$ cat src/rtl/prci_rst_seq_pkg.sv
// Shared types and constants for the PRCI reset sequencer: state encoding,
// reset-cause codes and the packed register image used by prci_rst_seq.
package prci_rst_seq_pkg;

    typedef enum logic [2:0] {
        ST_HOLD      = 3'd0,
        ST_LOCK_WAIT = 3'd1,
        ST_DBG_REL   = 3'd2,
        ST_RUN       = 3'd3,
        ST_SOFT      = 3'd4
    } state_t;

    localparam logic [1:0] CAUSE_POWER = 2'd0;
    localparam logic [1:0] CAUSE_LOCK  = 2'd1;
    localparam logic [1:0] CAUSE_SOFT  = 2'd2;
    localparam logic [1:0] CAUSE_WDOG  = 2'd3;

    // Everything the sequencer keeps between cycles, outputs included.
    typedef struct packed {
        state_t      state;
        logic [15:0] cnt;
        logic [15:0] wdog;
        logic        sys_rst;
        logic        dbg_nrst;
        logic        pcie_nrst;
        logic        soft_ack;
        logic [1:0]  cause;
    } regs_t;

    localparam regs_t REGS_RESET = '{
        state:     ST_HOLD,
        cnt:       16'd0,
        wdog:      16'd0,
        sys_rst:   1'b1,
        dbg_nrst:  1'b0,
        pcie_nrst: 1'b0,
        soft_ack:  1'b0,
        cause:     CAUSE_POWER
    };

    // Counters are compared against cycles-1 so each state exits on its terminal count.
    function automatic logic [15:0] term_count(input int unsigned cycles);
        term_count = 16'(cycles - 1);
    endfunction

endpackage

$ cat src/rtl/prci_rst_seq.sv
// PRCI reset sequencer: PLL-lock qualified release of debug, system and PCIe
// domains, plus soft reset. Optional watchdog enabled by PRCI_RST_SEQ_WDOG_EN.
module prci_rst_seq
    import prci_rst_seq_pkg::*;
#(
    parameter int unsigned STABLE_CYCLES   = 16,
    parameter int unsigned RELEASE_GAP     = 8,
    parameter int unsigned SOFT_RST_CYCLES = 32,
    parameter int unsigned WDOG_CYCLES     = 65535
) (
    input  logic       i_clk,
    input  logic       i_pwrreset,
    input  logic       i_sys_locked,
    input  logic       i_ddr_locked,
    input  logic       i_dmireset,
    input  logic       i_pcie_phy_rst,
    input  logic       i_pcie_phy_lnk_up,
    input  logic       i_soft_req,
    output logic       o_soft_ack,
    input  logic       i_wdog_kick,
    output logic       o_sys_rst,
    output logic       o_sys_nrst,
    output logic       o_dbg_nrst,
    output logic       o_pcie_nrst,
    output logic [2:0] o_state,
    output logic [1:0] o_rst_cause
);

    localparam logic [15:0] STABLE_TERM = term_count(STABLE_CYCLES);
    localparam logic [15:0] GAP_TERM    = term_count(RELEASE_GAP);
    localparam logic [15:0] SOFT_TERM   = term_count(SOFT_RST_CYCLES);
    localparam logic [15:0] WDOG_TERM   = term_count(WDOG_CYCLES);

    regs_t r;
    regs_t nxt;
    logic  locks_ok;
    logic  wdog_fire;
    logic  stay_run;

    assign locks_ok = i_sys_locked & i_ddr_locked;

`ifndef PRCI_RST_SEQ_WDOG_EN
    logic unused_wdog;
    assign unused_wdog = ^{i_wdog_kick, WDOG_TERM};
`endif

    always_ff @(posedge i_clk) begin
        if (i_pwrreset) begin
            r <= REGS_RESET;
        end else begin
            r <= nxt;
        end
    end

    always_comb begin
        nxt          = r;
        nxt.soft_ack = 1'b0;
        wdog_fire    = 1'b0;
        stay_run     = 1'b0;

        // Lock loss overrides everything below; LOCK_WAIT keeps the earlier cause.
        if ((r.state != ST_HOLD) && !locks_ok) begin
            nxt.state = ST_LOCK_WAIT;
            nxt.cnt   = '0;
            if (r.state != ST_LOCK_WAIT) begin
                nxt.cause = CAUSE_LOCK;
            end
        end else begin
            case (r.state)
                ST_HOLD: begin
                    nxt.state = ST_LOCK_WAIT;
                    nxt.cnt   = '0;
                end
                ST_LOCK_WAIT: begin
                    if (r.cnt == STABLE_TERM) begin
                        nxt.state = ST_DBG_REL;
                        nxt.cnt   = '0;
                    end else begin
                        nxt.cnt = r.cnt + 16'd1;
                    end
                end
                ST_DBG_REL: begin
                    if (r.cnt == GAP_TERM) begin
                        nxt.state = ST_RUN;
                        nxt.cnt   = '0;
                        nxt.wdog  = '0;
                    end else begin
                        nxt.cnt = r.cnt + 16'd1;
                    end
                end
                ST_RUN: begin
                    stay_run = 1'b1;
`ifdef PRCI_RST_SEQ_WDOG_EN
                    if (i_wdog_kick) begin
                        nxt.wdog = '0;
                    end else if (r.wdog == WDOG_TERM) begin
                        wdog_fire = 1'b1;
                    end else begin
                        nxt.wdog = r.wdog + 16'd1;
                    end
`endif
                    if (wdog_fire) begin
                        nxt.state = ST_SOFT;
                        nxt.cnt   = '0;
                        nxt.cause = CAUSE_WDOG;
                        stay_run  = 1'b0;
                    end else if (i_soft_req) begin
                        nxt.state    = ST_SOFT;
                        nxt.cnt      = '0;
                        nxt.soft_ack = 1'b1;
                        nxt.cause    = CAUSE_SOFT;
                        stay_run     = 1'b0;
                    end
                end
                ST_SOFT: begin
                    if (r.cnt == SOFT_TERM) begin
                        nxt.state = ST_DBG_REL;
                        nxt.cnt   = '0;
                    end else begin
                        nxt.cnt = r.cnt + 16'd1;
                    end
                end
                default: begin
                    nxt = REGS_RESET;
                end
            endcase
        end

        // Reset outputs follow the state being entered; PCIe waits one RUN cycle.
        case (nxt.state)
            ST_DBG_REL, ST_SOFT: begin
                nxt.sys_rst   = 1'b1;
                nxt.dbg_nrst  = 1'b1;
                nxt.pcie_nrst = 1'b0;
            end
            ST_RUN: begin
                nxt.sys_rst   = i_dmireset;
                nxt.dbg_nrst  = 1'b1;
                nxt.pcie_nrst = stay_run & i_pcie_phy_lnk_up & ~i_pcie_phy_rst & ~i_dmireset;
            end
            default: begin
                nxt.sys_rst   = 1'b1;
                nxt.dbg_nrst  = 1'b0;
                nxt.pcie_nrst = 1'b0;
            end
        endcase
    end

    assign o_sys_rst   = r.sys_rst;
    assign o_sys_nrst  = ~r.sys_rst;
    assign o_dbg_nrst  = r.dbg_nrst;
    assign o_pcie_nrst = r.pcie_nrst;
    assign o_soft_ack  = r.soft_ack;
    assign o_state     = r.state;
    assign o_rst_cause = r.cause;

endmodule

$ cat config.mk
export PLATFORM = sky130hd
export DESIGN_NAME = prci_rst_seq
export DESIGN_NICKNAME = d
export VERILOG_FILES = /design/src/rtl/prci_rst_seq_pkg.sv /design/src/rtl/prci_rst_seq.sv
export SDC_FILE = /design/constraint.sdc
export NUM_CORES = 1
export LEC_CHECK = 0
export ABC_AREA = 1
export BUFFER_PORTS_ARGS = -buffer_cell sky130_fd_sc_hd__buf_2
export CORE_ASPECT_RATIO = 1.75
export CORE_MARGIN = 3
export CORE_UTILIZATION = 59
export CTS_BUF_LIST = sky130_fd_sc_hd__clkbuf_8
export DETAILED_ROUTE_END_ITERATION = 10
export GPL_TIMING_DRIVEN = 0
export PLACE_DENSITY = 0.82
export SYNTH_ARGS = -nofsm -noshare
export SYNTH_HDL_FRONTEND = slang
export SYNTH_SLANG_ARGS = --single-unit
$ cat constraint.sdc
create_clock -name i_clk -period 1.68 [get_ports i_clk]
set_input_delay 0.252 -clock i_clk [delete_from_list [all_inputs] [get_ports i_clk]]
set_output_delay 0.252 -clock i_clk [all_outputs]
set_load 0.1 [all_outputs]
# Word level (Yosys, flattened, before mapping)
# Index checks and enable logic that the tools add are counted.
op_classes:
  addsub: 1
  n_eq_ne: 15
  n_mux: 17
  bitwise_logic: 7
  n_reduce_logical: 8
ops:
  columns: ["op", "count"]
  rows:
  - ["$pmux W19 S5", 1]
  - ["$mux W16", 3]
  - ["$mux W19", 2]
  - ["$add A16 B1 Y16 const B", 1]
  - ["$eq A16 B3 Y1 const B", 1]
  - ["$eq A16 B4 Y1 const B", 1]
  - ["$eq A16 B5 Y1 const B", 1]
  - ["$eq A3 B2 Y1 const B", 4]
  - ["$mux W3", 4]
  - ["$pmux W3 S2", 2]
  - ["$eq A3 B3 Y1 const B", 2]
  - ["$and A1 B1 Y1", 4]
  - ["$mux W2", 2]
  - ["$ne A2 B1 Y1 const B", 2]
  - ["$reduce_or A2 Y1", 2]
  - ["$reduce_or A4 Y1", 1]
  - ["$eq A3 B1 Y1 const B", 1]
  - ["$logic_not A3 Y1", 1]
  - ["$mux W1", 3]
  - ["$ne A3 B1 Y1 const B", 1]
  - ["$ne A3 B3 Y1 const B", 1]
  - ["$not A1 Y1", 3]
  - ["$reduce_and A3 Y1", 1]
  - ["$reduce_bool A3 Y1", 1]
  - ["3 further kinds", 3]
word_totals:
  register_bits: 25
  in_bits: 9
  out_inout_bits: 10
  elab_cells: 55

# Longest topological paths before layout
depth:
  word_depth: 8
  mapped_depth: 9
  depth_no_buf: 9

# Least setup slack after synthesis
# Ideal clock, no wire load.
synth_timing:
  kind: "register -> output"
  startpoint: "register r, in the netlist o_sys_rst"
  endpoint: "output o_sys_nrst"
  arrival_time_ps: 1610
  required_time_ps: 1428
  path_slack_ps: -182
  stages_incl_launch_ff: 2
  path_buffers: 0
  cell_sequence: "dfxtp_1 > inv_1"
synth_between:
  elab_chain_len: 1
synth_lines:
  columns: ["element", "line", "rtl"]
  rows:
  - ["start, declared", "prci_rst_seq.sv:34", "regs_t r;"]
  - ["start signal, assigned", "prci_rst_seq.sv:51", "r <= nxt;"]
  - ["$not A1 Y1", "prci_rst_seq.sv:150", "assign o_sys_nrst = ~r.sys_rst;"]
  - ["end, declared", "prci_rst_seq.sv:22", "output logic o_sys_nrst,"]
# No other way between the ends.

# Worst setup path after layout
layout_timing:
  startpoint: "register r[22] (netlist bit)"
  endpoint: "register r[22] (netlist bit)"
layout_between:
  elab_chain_len: 3
  word_cells_on_any_way: 8
  cone_classes: "add/sub (1); eq/ne (3); mux (4)"
layout_lines:
  columns: ["element", "line", "rtl"]
  rows:
  - ["$add A16 B1 Y16 (tied with other cells)", "prci_rst_seq.sv:79, prci_rst_seq.sv:88, prci_rst_seq.sv:120", null]
  - ["$mux W16, on equally long branches", "prci_rst_seq.sv:116, prci_rst_seq.sv:75, prci_rst_seq.sv:83", null]
  - ["$pmux W19 S5 *", "prci_rst_seq.sv:69", "case (r.state)"]
# Every way passes the cells marked *; elsewhere a longest branch is shown, timed or not.
# A chain may end at the register's enable or synchronous reset.

==> metrics.md <==
| Metric | Value |
|---|---|
| Most frequent cells in the layout | `53 x nand2_1, 40 x nor2_1, 26 x inv_1, 26 x nand3_1, 22 x dfxtp_1` |
| Net Sw Frac | `26.3%` |
| Number of diodes | `0` |
| Area of the multi-input gates | `860 µm²` |
| Mapped Area | `1490 µm²` |
| HP Class | `primary input to register` |
| Status | `completed` |
| Worst R2R End | `r[22]` |
| Hold Vio Cnt, Final | `0` |
| Avg WL per Cell | `12.1 µm` |
| Clock share of power | `33.6%` |
| Syn Area/Cell | `6.62 µm²` |
| PwrDens | `628 nW/µm²` |
| Seq pwr share | `56.2%` |
| CTS tree | `yes` |
| Crit Path Category | `register to register` |
| Area grow syn2layout | `15.7%` |
| Die Y | `72.5 µm` |
| Initial drt markers | `50` |
| DRC | `0` |
| R2R setup slack | `0.09 ns` |
| Int Pwr | `798 µW` |
| Least-Margin Pin Slew | `0.487 ns` |
| Die Area | `3190 µm²` |
| # setup viols final | `0` |
| Hold path start | `i_dmireset` |
| Core Region | `2360 µm²` |
| TritonRoute pass-1 iters | `5` |
| Total global-route track usage | `23.8%` |
| Maxcap violations | `0` |
| CTS buffer count | `3` |
| Startpoint Class | `register` |
| Syn Inst Count | `225` |
| Tcrit/Tclk final | `94.4%` |
| Maximum root-to-sink buffer count | `2` |
| Area share of the largest cell type after synthesis | `33.6%` |
| Final Critical Period | `1.59 ns` |
| Width of the die | `44.0 µm` |
| Sw Pwr | `285 µW` |
| Synth Register Bits | `25` |
| Number of global-route vias before repair | `1432` |
| Synth top area cells | `dfxtp_1 34%, nand2_1 13%, nor2_1 11%, nand3_1 8.7%, inv_1 6.8%` |
| Post-route cell area | `1720 µm²` |
| Share of post-route cells with drive strength above 1 | `21.2%` |
| Clk sinks | `25` |
| F_max | `0.631 GHz` |
| Min-Delay Endpoint | `o_sys_rst` |
| Final core utilization | `73.1%` |
| Leak pwr | `0.790 nW` |
| Register Area | `504 µm²` |
| Mapped Nets | `235` |
| Yosys cell types | `25` |
| Dpl hpwl | `2.59 mm` |
| CP required | `1.85 ns` |
| Fillcell total | `213` |
| Post-route ant nets | `0` |
| Largest net degree at the start of global routing | `15` |
| Vias | `1508` |
| Clock Latency Late Sink | `0.28 ns` |
| Worst Setup End Kind | `register` |
| Grt ovf | `0` |
| H-tree depth | `1` |
| Fin Hold WS | `0.212 ns` |
| Antenna violations before repair | `0` |
| Vias/cell | `5.48` |
| First-pass GRT wire length | `5.66 mm` |
| Routability cong. | `0.881` |
| CTS root buf | `clkbuf_8` |
| Worst slew margin | `67.8%` |
| Crit-path max FO | `6` |
| Reg-to-Reg Start | `r[22]` |
| Register clock-pin slew on the reported worst setup and hold paths | `0.08 ns` |
| Drt total wl | `3.32 mm` |
| Critical Path AT | `1.76 ns` |
| Yosys warnings | `0` |
| Commonest non-fill, non-tap cell in the layout | `nand2_1` |
| Fin. max-slew vios | `0` |
| I/O Buffers | `16` |
| Total Nets Final | `261` |
| Comb power frac | `10.3%` |
| Worst hold stages | `3` |
| Biggest area consumer among synthesized cells | `dfxtp_1` |
| Seq/Total Area, Yosys | `33.6%` |
| Clock Skew | `0.000767 ns` |
| R2R depth | `8` |
| # IOs | `19` |
| Worst VDD drop | `0.616 mV` |
| Row count | `23` |
| Starting Density | `63.1%` |
| Hold bufs inserted after CTS | `0` |
| DP Area | `1610 µm²` |
[critical path, cell delays in order (launching register included)]
cell and delay, ns:
dfxtp_2 0.40, ha_4 0.19, nand3_1 0.15, nor2_2 0.16
nand2_1 0.06, nand2_1 0.14, nand3_1 0.19, nor2_1 0.14
nor2_1 0.05
[sequential cells by signal, summed over array words and instances, names as in the netlist]
signal	flops
o_sys_rst	1
o_rst_cause	2
o_pcie_nrst	1
o_state	3
o_dbg_nrst	1
r	16
o_soft_ack	1
[per-stage QoR]
| stage | cells | worst slack (ns) | power (mW) | setup TNS, ns |
|---|---|---|---|---|
| after floorplan | 225 | 0.166 | 0.702 | 0 |
| after global placement | 266 | -0.0243 | 0.726 | -0.115 |
| after detailed placement | 266 | -0.0601 | 0.726 | -0.328 |
| after CTS | 270 | 0.0300 | 1.08 | 0 |
| after global routing | 275 | -0.00705 | 1.11 | -0.00705 |
| final | 275 | 0.0947 | 1.08 | 0 |
[power groups by stage]
stage / registers [mW] / logic, mW / clock network [mW]
2_1_floorplan: 0.618 / 0.0836 / 0
3_3_place_gp: 0.620 / 0.106 / 0
3_5_place_dp: 0.620 / 0.106 / 0
4_1_cts: 0.606 / 0.110 / 0.360
5_1_grt: 0.610 / 0.121 / 0.379
6_report: 0.608 / 0.111 / 0.364
[metal layers]
| metal | track usage [%] | share of wire (%) | vias up |
|---|---|---|---|
| met5 | 0 | 0 | - |
| met4 | 17.1 | 5.9 | 0 |
| met3 | 2.48 | 3.8 | 20 |
| met2 | 45.5 | 56 | 50 |
| met1 | 21.6 | 34 | 683 |
| li1 | - | - | 755 |
[final cells by class]
class                           count  area share (%)
Sequential cell                    25            29.2
Clock buffer                        3            2.39
Multi-Input combinational cell    164            49.9
Timing Repair Buffer               21            6.82
Buffer                              8            3.27
Inverter                           28            6.31
Tap cell                           25            1.81
Clock inverter                      1           0.290
[kinds of logic (layout without fill, tap and decap cells)]
logic type / after synthesis / after routing / synth area share, %
AOI/OAI and AO/OA: 11 / 11 / 4.03
xor gates and xnor gates: 8 / 8 / 4.70
and+or+nand+nor: 144 / 144 / 46.0
DFF: 25 / 25 / 33.6
adders and majority gates: 1 / 1 / 0.839
buffers and inverters: 36 / 61 / 10.8
[synthesized netlist by cell type]
cell and count:
inv_2 1, nand3_2 1, nor3_1 1, o211ai_1 2, dfxtp_1 25, nand4_2 1
nand4_1 7, o21ai_0 3, xor2_1 7, xnor2_1 1, nor2_4 5, nor2_2 2
nand2_1 53, nor3_4 1, buf_4 7, a21oi_1 6, nor2_1 42, inv_1 27
nand3_1 26, nand2_2 1, clkbuf_1 1, nor3_2 1, nand2_4 1, ha_1 1
nand3b_1 2
[what timing repair did]
item	4_1_cts	5_1_grt
endpoints found under the setup margin	6	17
setup buffers	0	5
pin swaps	0	4
resized for setup	3	5
[how the worst max path moves through the flow]
stage | from | to
floorplan | o_sys_rst | o_sys_nrst
global placement | r[22] | r[35]
detailed placement | r[22] | r[24]
CTS | r[22] | r[22]
global route | o_state[2] | r[33]
finish | r[22] | r[22]
Note: power is estimated with default switching activity, not from simulation.
